[config.mk]
export PLATFORM = sky130hd
export DESIGN_NAME = csa_accumulator
export DESIGN_NICKNAME = d
export VERILOG_FILES = /design/src/rtl/csa_accumulator.sv
export SDC_FILE = /design/constraint.sdc
export NUM_CORES = 1
export LEC_CHECK = 0
export CAP_MARGIN = 10
export CORE_MARGIN = 2
export CORE_UTILIZATION = 45
export CTS_BUF_LIST = sky130_fd_sc_hd__clkbuf_4 sky130_fd_sc_hd__clkbuf_8
export DETAILED_ROUTE_END_ITERATION = 8
export PLACE_DENSITY_LB_ADDON = 0.12
export REMOVE_ABC_BUFFERS = 1
export SLEW_MARGIN = 30
export SYNTH_ARGS = -nofsm -noshare
export SYNTH_HDL_FRONTEND = slang
export SYNTH_SLANG_ARGS = --single-unit
[constraint.sdc]
create_clock -name clk -period 1.6 [get_ports clk]
set_input_delay 0.32 -clock clk [delete_from_list [all_inputs] [get_ports clk]]
set_output_delay 0.32 -clock clk [all_outputs]
set_load 0.01 [all_outputs]
[src/rtl/csa_accumulator.sv]
// Streaming carry-save accumulator: folds one operand per beat into a redundant (sum, carry) pair.
// Optional operand counter enabled by defining CSA_ACC_COUNT_EN.
module csa_accumulator #(
    parameter int BITS = 40
`ifdef CSA_ACC_COUNT_EN
    ,
    parameter int COUNT_W = 8
`endif
) (
    input  logic            clk,
    input  logic            rst_n,
    input  logic            in_valid,
    output logic            in_ready,
    input  logic [BITS-1:0] in_data,
    input  logic            in_last,
    output logic            out_valid,
    input  logic            out_ready,
    output logic [BITS-1:0] out_sum,
    output logic [BITS-1:0] out_carry
`ifdef CSA_ACC_COUNT_EN
    ,
    output logic [COUNT_W-1:0] out_count
`endif
);

    logic [BITS-1:0] acc_s;
    logic [BITS-1:0] acc_c;
    logic [BITS-1:0] o_s;
    logic [BITS-1:0] o_c;
    logic [BITS-1:0] nxt_s;
    logic [BITS-1:0] nxt_c;
    logic [BITS-1:0] maj;
    logic            accept;

    // A held result blocks every beat, last or not, so the accumulator freezes too.
    assign in_ready = !out_valid || out_ready;
    assign accept   = in_valid && in_ready;

    // 3:2 compression; the MSB carry-out falls off, giving modulo 2^BITS.
    assign nxt_s = acc_s ^ acc_c ^ in_data;
    assign maj   = (acc_s & acc_c) | (acc_s & in_data) | (acc_c & in_data);
    assign nxt_c = {maj[BITS-2:0], 1'b0};

    // NOTE: sequential state uses non-blocking assignments so every register
    // samples the pre-edge values regardless of statement order.
    always_ff @(posedge clk or negedge rst_n) begin
        if (!rst_n) begin
            acc_s     <= '0;
            acc_c     <= '0;
            o_s       <= '0;
            o_c       <= '0;
            out_valid <= 1'b0;
        end else begin
            if (out_valid && out_ready) begin
                out_valid <= 1'b0;
            end
            if (accept) begin
                if (in_last) begin
                    o_s       <= nxt_s;
                    o_c       <= nxt_c;
                    acc_s     <= '0;
                    acc_c     <= '0;
                    out_valid <= 1'b1;
                end else begin
                    acc_s <= nxt_s;
                    acc_c <= nxt_c;
                end
            end
        end
    end

    assign out_sum   = o_s;
    assign out_carry = o_c;

`ifdef CSA_ACC_COUNT_EN
    logic [COUNT_W-1:0] acc_n;
    logic [COUNT_W-1:0] o_n;
    logic [COUNT_W-1:0] acc_n_inc;

    // Saturate at all-ones instead of wrapping.
    assign acc_n_inc = (acc_n == '1) ? acc_n : acc_n + COUNT_W'(1);

    always_ff @(posedge clk or negedge rst_n) begin
        if (!rst_n) begin
            acc_n <= '0;
            o_n   <= '0;
        end else if (accept) begin
            if (in_last) begin
                o_n   <= acc_n_inc;
                acc_n <= '0;
            end else begin
                acc_n <= acc_n_inc;
            end
        end
    end

    assign out_count = o_n;
`endif

endmodule

==> flow_summary.json <==
{
  "status": "completed",
  "relative_area_change_from_synthesis_to_final_layout_pct": 27.3,
  "cts.sink_count": 159,
  "synth_top_cell_by_area": "sky130_fd_sc_hd__dfrtp_1",
  "path_max_fanout": 5,
  "final_antenna_net_count": 0,
  "ys_top_cells_by_area": "sky130_fd_sc_hd__dfrtp_1, sky130_fd_sc_hd__mux2_2, sky130_fd_sc_hd__fa_1, sky130_fd_sc_hd__nor2b_1, sky130_fd_sc_hd__mux2_4",
  "floorplan.initialDensity_pct": 45.9,
  "globalplace.congestion": 0.731,
  "end_kind": "output port",
  "worstPathArrival_ns": 1.19,
  "synth.yosys.warnings": 0,
  "dr.first_iter.drc_count": 137,
  "grt_pass1_vias": 4364,
  "dieWidth_um": 131,
  "hold_path.class": "in -> reg",
  "dp.final_hpwl_um": 9380,
  "antenna_found_initial": 1,
  "grt_residual_overflow": 0,
  "finalSetupViolations": 0,
  "pre_cts_ws_ns": -0.279,
  "yosys_most_used_dff": "sky130_fd_sc_hd__dfrtp_1",
  "yosysTopAreaCellShare_pct": 54.7,
  "clk_root_buffer_cell": "sky130_fd_sc_hd__clkbuf_8",
  "clock_pin_slew_reported_for_the_worst_setup_and_hold_paths_after_clock_tree_synthesis_ns": 0.08,
  "via_count": 4089,
  "worst-endpoint-required_ns": 1.28,
  "max-vdd-ir-drop_uv": 796,
  "number_of_antenna_diodes": 0,
  "drt-vias-per-instance": 4.90,
  "detailedRoute.firstPassIterationCount": 4,
  "avg_inst_size_synth_um2": 15.4,
  "synthMostInstantiatedCell": "sky130_fd_sc_hd__dfrtp_1",
  "post_synth_inst_count": 472,
  "netlist-cell-type-count": 22,
  "rsz0062_at_grt": "no",
  "synth-seq-area-share_pct": 54.7,
  "cts_post_setup_buffers_inserted": 0,
  "power.static_leakage_nw": 4.44,
  "h-tree-depth": 4,
  "share_of_synthesized_registers_carrying_an_async_set_or_reset_pct": 100,
  "cts_made_buffers": 17,
  "nets": 691,
  "chip_height_um": 131,
  "post-route-worst-setup-slack_ns": 0.0868,
  "time_the_final_worst_path_needs_with_i_o_delays_and_setup_ns": 1.51,
  "io-pin-count": 127,
  "maxSlewViolCount": 0,
  "placementRows": 46,
  "grt_first_pass_wirelength_um": 22600,
  "drc": 0,
  "totalWireLength_um": 13500,
  "slowest_delay_ns": 0.40,
  "clock_insertion_delay_worst_skew_ns": 0.44,
  "synth_enable_flop_cells": 0,
  "global_route.usage.total_pct": 17.2,
  "clock_path_buffers": 2,
  "power_per_cell_area_nw_per_um2": 1560,
  "synthesis.area_um2": 7270,
  "critical_setup_path_class": "reg -> out",
  "final_core_utilization_pct": 58.4,
  "skew_ns": 0.00938,
  "timing.critical_path.from_type": "register",
  "final_layout_size_suffix_gt1_share_pct": 33.8,
  "cts_tree": "yes",
  "routed_wire_length_per_instance_um": 16.2,
  "die_area_um2": 17200,
  "post_synth_most_frequent_cells": "sky130_fd_sc_hd__dfrtp_1, sky130_fd_sc_hd__mux2_2, sky130_fd_sc_hd__nor2b_1",
  "grt_start_max_net_pins": 61,
  "portBuffers": 125,
  "clock.fmax_ghz": 0.661,
  "postSynthRegisterBits": 159,
  "crit_slowest_cell": "sky130_fd_sc_hd__dfrtp_1",
  "worstPathCellList": "nand2b_4, clkdlybuf4s15_1",
  "number_of_hold_violations_in_the_final_report": 0,
  "final_min_period_over_clock_period_pct": 94.6,
  "coreArea_um2": 15800,
  "max_cap_violations": 0
}
-- state kept, by name, indices dropped and copies added, names as in the netlist --
name       flops
out_sum       40
acc_s         40
acc_c         39
out_carry     39
out_valid      1
-- final timing paths --
| path | slack, ns | endpoint | from | cells after the start |
|---|---|---|---|---|
| min reg2reg | 0.50 | out_sum[29] | out_sum[29] | 1 |
| min | 0.31 | acc_s[5] | in_last | 3 |
| max in group asynchronous | 0.68 | acc_c[15] | rst_n | 3 |
| max | 0.09 | in_ready | out_valid | 2 |
| min in group asynchronous | 0.36 | out_sum[5] | rst_n | 2 |
| max reg2reg | 0.16 | acc_c[27] | out_valid | 4 |
-- power by group --
part | internal (W) | switching (W) | total, W
clock | 0.00169 | 0.00137 | 0.00306
combinational | 0.00299 | 0.00199 | 0.00498
sequential | 0.00549 | 0.000876 | 0.00636
total | 0.0102 | 0.00423 | 0.0144
-- layer usage --
layer | track usage (%) | routed length, um | vias to the layer above
met5 | 0 | 0 | -
met4 | 6.01 | 151 | 0
met3 | 5.80 | 869 | 13
met2 | 26.4 | 6390 | 98
met1 | 23.0 | 6090 | 2112
li1 | - | - | 1866
-- area by class of cell --
class                           instances  area, um^2
Timing Repair Buffer                  143        1440
Tap cell                              216         270
Inverter                                1        3.75
Clock buffer                           23         298
Fill cell                            1302        6580
Sequential cell                       159        3980
Clock inverter                          7         110
Multi-Input combinational cell        285        3150
-- placed cells by master (no fill, tap or decap), types with 3 or more instances in the layout --
master                              n
sky130_fd_sc_hd__buf_12            12
sky130_fd_sc_hd__buf_4              6
sky130_fd_sc_hd__bufinv_16          3
sky130_fd_sc_hd__clkbuf_4           3
sky130_fd_sc_hd__clkbuf_8          20
sky130_fd_sc_hd__clkdlybuf4s50_1   42
sky130_fd_sc_hd__clkinv_2           4
sky130_fd_sc_hd__dfrtp_1          159
sky130_fd_sc_hd__dlygate4sd2_1     80
sky130_fd_sc_hd__fa_1              38
sky130_fd_sc_hd__mux2_2           148
sky130_fd_sc_hd__mux2_4             9
sky130_fd_sc_hd__nor2b_1           78
-- kinds of logic (layout without fill, tap and decap cells) --
logic type | Yosys count | count (layout) | share of synthesized area, %
compound gates | 1 | 1 | 0.103
xor+xnor | 2 | 2 | 0.241
fa+ha+maj | 39 | 39 | 10.6
buf+inv | 28 | 174 | 2.07
flops | 159 | 159 | 54.7
mux | 157 | 157 | 24.8
other cells | 1 | 1 | 0.0516
simple gates | 85 | 85 | 7.37
-- worst max-delay path, delay by kind of cell, from the launching register on --
| family | cells | cell delay, ns |
|---|---|---|
| buffers and inverters | 1 | 0.24 |
| DFF | 1 | 0.40 |
| and+or+nand+nor | 1 | 0.11 |
-- repair_timing --
action | in CTS | in global routing
hold buffers | 1 | 0
pin swaps | 0 | 0
endpoints found under the hold margin | 34 | 0
resized for setup | 81 | 1
setup endpoints to repair | 81 | 1
-- through the flow --
stage	instance area, um^2	std cells	TNS (ns)	hold WS (ns)	power, W
after detailed placement	8930	803	-30.76	0.270	0.0122
after floorplan	7120	445	-151.04	0.0244	0.00927
after CTS	9250	834	0	0.273	0.0147
final	9250	834	0	0.312	0.0144
after global routing	9250	834	0	0.292	0.0155
after global placement	8930	803	-28.04	0.267	0.0119
(Power assumes the default switching activity.)
